--- config.mk ---
export PLATFORM = sky130hd
export DESIGN_NAME = multdiv_unit
export DESIGN_NICKNAME = d
export VERILOG_FILES = /design/src/rtl/multdiv_unit.sv
export SDC_FILE = /design/constraint.sdc
export NUM_CORES = 1
export LEC_CHECK = 0
export ABC_AREA = 1
export BUFFER_PORTS_ARGS = -buffer_cell sky130_fd_sc_hd__clkbuf_2
export CORE_ASPECT_RATIO = 2
export CORE_MARGIN = 3
export CORE_UTILIZATION = 69
export DETAILED_ROUTE_END_ITERATION = 7
export HOLD_SLACK_MARGIN = 0.06
export PLACE_DENSITY = 0.88
export SYNTH_ARGS = -nofsm -noshare
export SYNTH_HDL_FRONTEND = slang
export SYNTH_SLANG_ARGS = --single-unit
--- constraint.sdc ---
create_clock -name clock -period 4.45 [get_ports clock]
set_input_delay 0.2225 -clock clock [delete_from_list [all_inputs] [get_ports clock]]
set_output_delay 0.2225 -clock clock [all_outputs]
set_load 0.02 [all_outputs]
--- src/rtl/multdiv_unit.sv ---
// Iterative signed multiply/divide: RDY after WIDTH+1 edges (WIDTH/2+1 for multiply with MULTDIV_BOOTH_EN),
// divide-by-zero after 1 edge; busy stalls the pipeline, and a new start while busy aborts the current op.
module multdiv_unit #(
  parameter int WIDTH = 32
) (
  input  logic             clock,
  input  logic             reset_n,
  input  logic [WIDTH-1:0] data_operandA,
  input  logic [WIDTH-1:0] data_operandB,
  input  logic             ctrl_MULT,
  input  logic             ctrl_DIV,
  output logic [WIDTH-1:0] data_result,
  output logic             data_exception,
  output logic             data_resultRDY,
  output logic             busy
);

  localparam int CW = $clog2(WIDTH + 1);

  typedef enum logic [1:0] {IDLE, MUL, DIV, DONE} state_t;

  state_t              r_state;
  state_t              w_next;
  logic [CW-1:0]       r_cnt;
  logic                r_neg;
  logic                r_divz;
  logic [2*WIDTH-1:0]  r_prod;
  logic [2*WIDTH-1:0]  r_mcand;
  logic [WIDTH:0]      r_mplier;
  logic [WIDTH-1:0]    r_rem;
  logic [WIDTH-1:0]    r_quo;
  logic [WIDTH-1:0]    r_dvsr;
  logic [WIDTH-1:0]    r_result;
  logic                r_exc;
  logic                r_rdy;

  logic                w_start;
  logic                w_last;
  logic [WIDTH-1:0]    w_absA;
  logic [WIDTH-1:0]    w_absB;
  logic                w_divz_in;
  logic [2*WIDTH-1:0]  w_madd;
  logic [2*WIDTH-1:0]  w_sprod;
  logic                w_mexc;
  logic [WIDTH:0]      w_shift;
  logic [WIDTH:0]      w_trial;
  logic [WIDTH-1:0]    w_quot;
  logic                w_dexc;

  assign w_start   = ctrl_MULT | ctrl_DIV;
  assign w_last    = (r_cnt == '0);
  assign w_absA    = data_operandA[WIDTH-1] ? -data_operandA : data_operandA;
  assign w_absB    = data_operandB[WIDTH-1] ? -data_operandB : data_operandB;
  assign w_divz_in = (data_operandB == '0);

`ifdef MULTDIV_BOOTH_EN
  // Booth works on the signed operands directly, so the accumulator is already the signed product.
  always_comb begin
    w_madd = '0;
    case (r_mplier[2:0])
      3'b001, 3'b010: w_madd = r_mcand;
      3'b011:         w_madd = r_mcand << 1;
      3'b100:         w_madd = -(r_mcand << 1);
      3'b101, 3'b110: w_madd = -r_mcand;
      default:        w_madd = '0;
    endcase
  end
  assign w_sprod = r_prod;
`else
  assign w_madd  = r_mplier[0] ? r_mcand : '0;
  assign w_sprod = r_neg ? -r_prod : r_prod;
`endif

  // Product fits in WIDTH signed bits only if the top WIDTH+1 bits are a pure sign extension.
  assign w_mexc = ~((&w_sprod[2*WIDTH-1:WIDTH-1]) | ~(|w_sprod[2*WIDTH-1:WIDTH-1]));

  assign w_shift = {r_rem, r_quo[WIDTH-1]};
  assign w_trial = w_shift - {1'b0, r_dvsr};
  assign w_quot  = r_neg ? -r_quo : r_quo;
  // A positive quotient with the top bit set is only reachable as most-negative / -1.
  assign w_dexc  = r_divz | (~r_neg & r_quo[WIDTH-1]);

  always_ff @(posedge clock or negedge reset_n) begin
    if (!reset_n) r_state <= IDLE;
    else          r_state <= w_next;
  end

  always_comb begin
    w_next = r_state;
    case (r_state)
      IDLE:    w_next = IDLE;
      MUL:     if (w_last) w_next = DONE;
      DIV:     if (w_last) w_next = DONE;
      DONE:    w_next = IDLE;
      default: w_next = IDLE;
    endcase
    if (ctrl_MULT)     w_next = MUL;
    else if (ctrl_DIV) w_next = DIV;
  end

  always_ff @(posedge clock or negedge reset_n) begin
    if (!reset_n) begin
      r_cnt    <= '0;
      r_neg    <= 1'b0;
      r_divz   <= 1'b0;
      r_prod   <= '0;
      r_mcand  <= '0;
      r_mplier <= '0;
      r_rem    <= '0;
      r_quo    <= '0;
      r_dvsr   <= '0;
      r_result <= '0;
      r_exc    <= 1'b0;
      r_rdy    <= 1'b0;
    end else begin
      r_rdy <= 1'b0;
      if (w_start) begin
        r_neg <= data_operandA[WIDTH-1] ^ data_operandB[WIDTH-1];
        if (ctrl_MULT) begin
          r_divz <= 1'b0;
          r_prod <= '0;
`ifdef MULTDIV_BOOTH_EN
          r_mcand  <= {{WIDTH{data_operandA[WIDTH-1]}}, data_operandA};
          r_mplier <= {data_operandB, 1'b0};
          r_cnt    <= CW'(WIDTH / 2);
`else
          r_mcand  <= {{WIDTH{1'b0}}, w_absA};
          r_mplier <= {1'b0, w_absB};
          r_cnt    <= CW'(WIDTH);
`endif
        end else begin
          r_divz <= w_divz_in;
          r_rem  <= '0;
          r_quo  <= w_absA;
          r_dvsr <= w_absB;
          r_cnt  <= w_divz_in ? '0 : CW'(WIDTH);
        end
      end else begin
        case (r_state)
          MUL: begin
            if (w_last) begin
              r_result <= w_sprod[WIDTH-1:0];
              r_exc    <= w_mexc;
              r_rdy    <= 1'b1;
            end else begin
              r_prod <= r_prod + w_madd;
              r_cnt  <= r_cnt - 1'b1;
`ifdef MULTDIV_BOOTH_EN
              r_mcand  <= r_mcand << 2;
              r_mplier <= {{2{r_mplier[WIDTH]}}, r_mplier[WIDTH:2]};
`else
              r_mcand  <= r_mcand << 1;
              r_mplier <= r_mplier >> 1;
`endif
            end
          end
          DIV: begin
            if (w_last) begin
              r_result <= r_divz ? '0 : w_quot;
              r_exc    <= w_dexc;
              r_rdy    <= 1'b1;
            end else begin
              r_rem <= w_trial[WIDTH] ? w_shift[WIDTH-1:0] : w_trial[WIDTH-1:0];
              r_quo <= {r_quo[WIDTH-2:0], ~w_trial[WIDTH]};
              r_cnt <= r_cnt - 1'b1;
            end
          end
          default: ;
        endcase
      end
    end
  end

  assign data_result    = r_result;
  assign data_exception = r_exc;
  assign data_resultRDY = r_rdy;
  assign busy           = (r_state == MUL) || (r_state == DIV);

endmodule
==> impl_metrics.json, run 1 <==
{
  "synth_top_flop_cell": "dfrtp_1",
  "ys_ff_latch": 300,
  "dp_hpwl_mm": 79.13,
  "io_pins": 103,
  "cts_buffer_depth": 3,
  "cts_htree_levels": 1,
  "syn-num-nets": 3857,
  "synthTopCellsByArea": "dfrtp_1, nand2_1, nor2_1, inv_1, a21oi_1",
  "rows": 95,
  "synth_common_cells": "nand2_1, nor2_1, inv_1",
  "clock-root-buffer": "clkbuf_16",
  "clock_sinks": 300,
  "error": "[ERROR GRT-0116] Global routing finished with congestion. Check the congestion regions in the DRC Viewer.",
  "netlist_instances": 3684,
  "chipWidth_um": 137.4,
  "synthArstFlopShare_pct": 100.0,
  "yosys_warnings": 0,
  "yosysMostFrequentCell": "nand2_1",
  "cts_setup_buffers": 0,
  "overflow": 505,
  "synth_cell_types": 59,
  "synth_edf_count": 0,
  "synth_mux_area_share_pct": 0,
  "yosysTopAreaCell": "dfrtp_1",
  "grt_pass1_wl_mm": 206.2,
  "synth_top_area_share_pct": 31.52,
  "grt_usage_pct": 72.50,
  "run_status": "aborted with a tool error",
  "cts_made_buffers": 28,
  "synth_top_family_by_area": "simple AND/OR/NAND/NOR gates",
  "initial_core_util_pct": 70.30,
  "failed_stage": "5_1_grt",
  "synth_xor_area_share_pct": 2.390,
  "seq_area_frac_synth_pct": 31.52,
  "placed_cells": 4131,
  "yosys.area_share.simple_pct": 28.57,
  "grt_pass1_vias": 31304,
  "netlist_area_sq_mm": 0.02382,
  "place.gp.congestion": 1.189,
  "yosys.area_share.adder_pct": 5.579,
  "grt_max_degree": 146,
  "synth-compound-area-share_pct": 21.84,
  "preCtsSetupSlack_ns": 0.8236,
  "portBuffers": 102,
  "die_h_um": 268.7,
  "postSynthAreaPerCell_sq_um": 6.465
}
routing by layer:
metal,overflow,global-route usage [%]
met2,317,94.73
met4,166,77.75
met1,2,68.43
met3,17,51.85
met5,3,14.36
metrics by stage:
step                cell area (sq um)  hold WS (ns)
CTS                             25850       0.06057
detailed placement              24640        0.3449
global placement                24640        0.3328
floorplan                       23820      -0.07309
what timing repair did:
item	in CTS
gates resized for setup	0
setup endpoints to repair	0
hold buffers	21
endpoints found under the hold margin	124
kinds of logic after synthesis:
logic type	after synthesis
fa+ha+maj	105
buf+inv	622
simple gates	1659
flops	300
compound gates	933
xor+xnor	65
==> run 2, diff against run 1 <==
CORE_ASPECT_RATIO = not set   (was 2)
CORE_UTILIZATION = 40   (was 69)
HOLD_SLACK_MARGIN = not set   (was 0.06)
PLACE_DENSITY = not set   (was 0.88)
PLACE_DENSITY_LB_ADDON = 0.15   (was not set)
==> run 2 against run 1 <==
Synthesized cell count stayed put; area after synthesis stayed put; the run now ends clean.
==> impl_metrics.json, run 2 <==
{
  "r2r_slack_ns": 0.96,
  "drive_above_1_share_pct": 6.683,
  "vias_per_cell": 5.403,
  "drtPass1Iterations": 5,
  "synth_edf_count": 0,
  "cts_tree": "yes",
  "critPathLaunch": "r_mplier[0]",
  "fin_nets": 3915,
  "holdBufCountCts": 7,
  "final_cell_mix": "nand2_1, nor2_1, inv_1, a21oi_1, o21ai_0",
  "seq_area_sq_mm": 0.007512,
  "postSynthAreaPerCell_sq_um": 6.465,
  "slew_headroom_pct": 36.37,
  "synth_common_cells": "nand2_1, nor2_1, inv_1",
  "die-area_sq_mm": 0.06251,
  "dr_total_vias": 24508,
  "synth_top_flop_cell": "dfrtp_1",
  "postLayoutCellArea_sq_mm": 0.02648,
  "wirelength_mm": 84.46,
  "run_status": "finished clean",
  "fmax_mhz": 286.8,
  "layout_min_cycle_time_ns": 3.486,
  "finalSetupTns_ns": 0,
  "grt_max_degree": 146,
  "dpl_cell_area_sq_mm": 0.02508,
  "cts_made_buffers": 40,
  "hold_class": "primary input to register",
  "place.gp.congestion": 1.006,
  "synth_cell_types": 59,
  "cts_setup_buffers": 0,
  "required_ns": 4.85,
  "max-cap-violations": 0,
  "final_common_cell": "nand2_1",
  "cp-end-kind": "register",
  "whs_ns": 0.02821,
  "biggestRegsByFlops": "r_mcand: 64 flops, r_prod: 64 flops",
  "grt_pass1_vias": 22997,
  "synth_top_area_share_pct": 31.52,
  "netlist_area_sq_mm": 0.02382,
  "synthArstFlopShare_pct": 100.0,
  "final-setup-viol-count": 0,
  "worst_pin_slew_ns": 0.9545,
  "preCtsSetupSlack_ns": 1.009,
  "chipWidth_um": 250.0,
  "yosysTopAreaCell": "dfrtp_1",
  "syn-num-nets": 3857,
  "clock_skew_ns": 0.02485,
  "grt_pass1_wl_mm": 130.7,
  "finalCritPeriodShare_pct": 78.34,
  "timing.final.ws_setup_ns": 0.9638,
  "reg2reg_to": "r_prod[58]",
  "wire_per_inst_um": 18.62,
  "clk_pin_slew_ns": 0.06,
  "cts_buffer_depth": 3,
  "final_cell_count_no_fill": 4536,
  "placed_cells": 4458,
  "vdd_drop_max_mv": 0.3315,
  "syn_to_final_growth_pct": 11.20,
  "portBuffers": 102,
  "yosys_warnings": 0,
  "initial_core_util_pct": 40.89,
  "post-route-util_pct": 45.47,
  "overflow": 0,
  "netlist_instances": 3684,
  "synthTopCellsByArea": "dfrtp_1, nand2_1, nor2_1, inv_1, a21oi_1",
  "rows": 88,
  "num_antenna_cells": 0,
  "antenna_found_initial": 0,
  "maxSlewViolCount": 0,
  "yosysMostFrequentCell": "nand2_1",
  "rsz0062_at_grt": "false",
  "worstReg2RegStart": "r_mplier[0]",
  "postRouteAntennaNets": 0,
  "arrival_ns": 3.88,
  "critPathLaunchType": "register",
  "p_total_mw": 10.79,
  "io_pins": 103,
  "filler_cell_count": 6232,
  "p_leak_nw": 13.22,
  "seq_area_frac_synth_pct": 31.52,
  "finalHoldViolCount": 0,
  "critPathMaxFanout": 39,
  "crit_type": "register to register",
  "grt_usage_pct": 26.40,
  "ys_ff_latch": 300,
  "drc": 0,
  "clk_latency_ns": 0.57,
  "core_area_sq_mm": 0.05825,
  "die_h_um": 250.0,
  "ff2ff_path_depth": 19,
  "cts_htree_levels": 2,
  "cts_resized": 0,
  "multiInputGateArea_sq_mm": 0.01394,
  "clock-root-buffer": "clkbuf_16",
  "clock_sinks": 300,
  "cp-endpoint": "r_prod[58]",
  "p_per_area_mw_per_mm2": 407.5,
  "drtIter0Drc": 2055,
  "dp_hpwl_mm": 65.94
}
run 2: power breakdown:
part           internal (mW)  total [mW]  leakage [nW]  switching [mW]
Clock                   1.99        3.29         0.654            1.30
Combinational           1.19        3.93          8.76            2.74
Sequential              3.16        3.57          3.80           0.408
Total                   6.34        10.8          13.2            4.45
run 2: worst min-delay path by stage:
stage                            startpoint              to  slack, ns  depth (start not counted)
after floorplan                     reset_n  data_exception      -0.07                          0
after global placement              reset_n  data_resultRDY       0.34                          1
after detailed placement            reset_n    r_mplier[28]       0.35                          1
after CTS                 data_operandB[25]      r_dvsr[25]      0.004                          4
after global routing      data_operandB[29]      r_dvsr[29]       0.03                          3
final                     data_operandB[25]      r_dvsr[25]       0.03                          4
run 2: logic make-up (layout without fill, tap and decap cells):
family / Yosys count / count (layout) / synth area share (%)
AND/OR/NAND/NOR: 1659 / 1659 / 28.57
AO/OA/AOI/OAI: 933 / 933 / 21.84
buffers and inverters: 622 / 709 / 10.10
flip-flops: 300 / 300 / 31.52
adder cells (fa/ha/maj): 105 / 105 / 5.579
XOR/XNOR: 65 / 65 / 2.390
run 2: cell type report:
cell class | count | share of cell area (%)
Multi-Input combinational cell | 2762 | 52.64
Clock buffer | 57 | 4.361
Timing Repair Buffer | 132 | 3.165
Tap cell | 765 | 3.614
Inverter | 506 | 7.181
Clock inverter | 14 | 0.6709
Sequential cell | 300 | 28.37
run 2: worst max-delay path, stage by stage (launching register included):
cell	delay, ns
dfrtp_2	0.83
nand2_1	0.11
inv_1	0.08
ha_1	0.15
inv_1	0.05
fa_1	0.37
inv_1	0.10
nand3_1	0.07
nand2_1	0.12
inv_1	0.08
o21ai_2	0.22
nand2_1	0.08
nand2_1	0.10
a21oi_1	0.13
o21ai_1	0.36
nand3_1	0.12
nand2_1	0.10
a21oi_1	0.06
o21ai_0	0.08
o21ai_0	0.10
run 2: per-layer routing:
| metal | routed length (um) | vias to the layer above | track usage (%) |
|---|---|---|---|
| met2 | 36760 | 799 | 41.24 |
| met5 | 0 | - | 0 |
| met4 | 2800 | 0 | 8.653 |
| met1 | 39030 | 11338 | 37.80 |
| li1 | - | 12244 | - |
| met3 | 5879 | 127 | 3.356 |
(Power assumes the default switching activity.)
==> run 3, diff against run 2 <==
ABC_AREA = 0   (was 1)
clock period = 3.35 ns   (was 4.45 ns; I/O delays follow)
==> run 3 against run 2 <==
The flow now finishes with violations (negative setup slack); clock power grew 32%; via count shrank 11%; area after synthesis shrank 8.6%; cell count shrank 16%; critical path depth shrank 4; non-clock buffer count grew 377; critical path type unchanged.
==> impl_metrics.json, run 3 <==
{
  "combPwrFrac_pct": 35.8,
  "clk_latency_ns": 0.58,
  "fin_nets": 3251,
  "filler_cell_count": 5088,
  "maxSlewViolCount": 0,
  "power_frac_clock_pct": 31.3,
  "violations": "negative setup slack",
  "drtIter0Drc": 1606,
  "layout_min_cycle_time_ns": 3.521,
  "run_status": "finished, violations left",
  "overflow": 0,
  "arrival_ns": 3.95,
  "p_sw_mw": 4.981,
  "die_h_um": 239.3,
  "netlist_area_sq_mm": 0.02178,
  "drc": 0,
  "yosysTopAreaCell": "dfrtp_1",
  "num_antenna_cells": 0,
  "vdd_drop_max_mv": 0.3092,
  "p_per_area_mw_per_mm2": 486.7,
  "portBuffers": 102,
  "antenna_found_initial": 0,
  "biggestRegsByFlops": "r_mcand: 64 flops, r_prod: 64 flops",
  "slew_headroom_pct": 37.72,
  "core_area_sq_mm": 0.05318,
  "max-cap-violations": 0,
  "rsz0062_at_grt": "true",
  "postRouteAntennaNets": 0,
  "synth_top_flop_cell": "dfrtp_1",
  "place.gp.congestion": 0.9735,
  "grt_pass1_wl_mm": 117.9,
  "rows": 84,
  "postLayoutCellArea_sq_mm": 0.02841,
  "io_pins": 103,
  "hold_class": "primary input to register",
  "wirelength_mm": 75.30,
  "die-area_sq_mm": 0.05728,
  "grt_pass1_vias": 21157,
  "vias_per_cell": 5.729,
  "finalCritPeriodShare_pct": 105.1,
  "cts_tree": "yes",
  "cts_buffer_depth": 3,
  "final_common_cell": "nand2_1",
  "cts_htree_levels": 2,
  "crit_type": "register to register",
  "synth_common_cells": "nand2_1, o21ai_0, dfrtp_1",
  "clock-root-buffer": "clkbuf_16",
  "syn-num-nets": 2856,
  "syn_to_final_growth_pct": 30.43,
  "synth_edf_count": 0,
  "intPower_mw": 8.844,
  "initial_core_util_pct": 40.95,
  "drtPass1Iterations": 5,
  "grt_usage_pct": 25.81,
  "finalHoldViolCount": 0,
  "power.share.switching_pct": 36.03,
  "yosys_warnings": 0,
  "worst_pin_slew_ns": 0.9342,
  "yosysMostFrequentCell": "nand2_1",
  "dpl_cell_area_sq_mm": 0.02548,
  "ys_ff_latch": 300,
  "fmax_mhz": 284.0,
  "postSynthAreaPerCell_sq_um": 8.117,
  "drive_above_1_share_pct": 23.43,
  "wire_per_inst_um": 19.84,
  "dp_hpwl_mm": 56.04,
  "synthArstFlopShare_pct": 100.0,
  "final_cell_mix": "nand2_1, buf_4, dfrtp_1, o21ai_0, a21oi_1",
  "cp-end-kind": "register",
  "p_total_mw": 13.83,
  "finalSetupTns_ns": -1.440,
  "synth_cell_types": 74,
  "clock_skew_ns": 0.03727,
  "timing.final.ws_setup_ns": -0.1712,
  "clock_sinks": 300,
  "netlist_instances": 2683,
  "chipWidth_um": 239.3,
  "synth_top_area_share_pct": 34.47,
  "synthTopCellsByArea": "dfrtp_1, o21ai_0, nand2_1, xor2_1, ha_1",
  "critPathMaxFanout": 6,
  "p_leak_nw": 13.06,
  "final-setup-viol-count": 19,
  "seq_area_frac_synth_pct": 34.47,
  "clk_pin_slew_ns": 0.06,
  "preCtsSetupSlack_ns": -0.3400,
  "required_ns": 3.78,
  "grt_max_degree": 106,
  "dr_total_vias": 21741,
  "critPathLaunchType": "register",
  "cts_made_buffers": 40,
  "p_seq_share_pct": 32.9
}
-- run 3: cell count changes after synthesis, sizes merged, moves of 69 or more --
cell   before  now
a21oi     325  191
and2        2   71
inv       502   77
nand2     850  373
nand3     168   46
nor2      538  178
xor2       52  159
-- run 3: metrics by stage --
step,util (%),std cells,hold slack (ns)
2_1_floorplan,-,2683,-0.1281
3_3_place_gp,47.92,3679,0.3082
3_5_place_dp,47.92,3679,0.3074
4_1_cts,52.47,3790,0.0004843
5_1_grt,53.41,3795,0.04490
6_report,53.41,3795,0.03332
-- run 3: area by class of cell --
class,instances,area [sq um],share of cell area [%]
clock buffer,58,1159,4.079
clock inverter,13,167.7,0.5902
inverter,78,292.8,1.031
multi-input combinational,2149,14530,51.13
sequential,300,7510,26.44
tap,688,860.8,3.030
timing repair buffer,509,3891,13.70
-- run 3: final timing paths --
kind / endpoint / cells after the start / start / slack (ns)
max: r_prod[46] / 15 / r_mplier[0] / -0.17
min: r_dvsr[29] / 3 / data_operandB[29] / 0.03
max reg2reg: r_prod[46] / 15 / r_mplier[0] / -0.17
min reg2reg: data_result[5] / 2 / data_result[5] / 0.48
max in group asynchronous: r_prod[36] / 3 / reset_n / 2.06
min in group asynchronous: data_result[13] / 2 / reset_n / 0.27
-- run 3: worst max-delay path, stage by stage, from the launching register on --
cell and delay, ns:
dfrtp_2 0.48, and2_4 0.17, ha_4 0.15, inv_2 0.05
fa_2 0.21, nor2b_2 0.05, o31a_1 0.32, o31a_1 0.31
o21a_2 0.24, o31ai_4 0.32, a2111oi_4 0.13, or3b_4 0.45
buf_6 0.14, a21oi_4 0.13, xnor2_2 0.12, o21ai_1 0.08
-- run 3: cells by family after synthesis --
logic type	share of synthesized area (%)
fa+ha+maj	6.101
flops	34.47
simple gates	20.52
buf+inv	4.113
mux	0.7871
compound gates	25.36
xor+xnor	8.646
-- run 3: power by group through the flow --
stage	Clock, mW	Sequential, mW	Combinational [mW]
after CTS	4.44	4.54	4.81
final	4.33	4.55	4.95
after global placement	0	4.57	4.48
after detailed placement	0	4.59	4.53
after global routing	4.58	4.60	5.40
after floorplan	0	4.68	2.48
-- run 3: timing repair --
action	CTS	global route
endpoints found under the hold margin	124	0
pin swaps	62	64
setup buffers	13	12
hold buffers	25	0
gates cloned	4	0
gates resized for setup	116	104
endpoints found under the setup margin	57	67
-- run 3: layer usage --
metal / GRT usage [%] / routed length, um
met5: 0 / 0
met2: 42.70 / 35210
met1: 35.76 / 34890
met4: 7.935 / 2050
met3: 2.625 / 3145
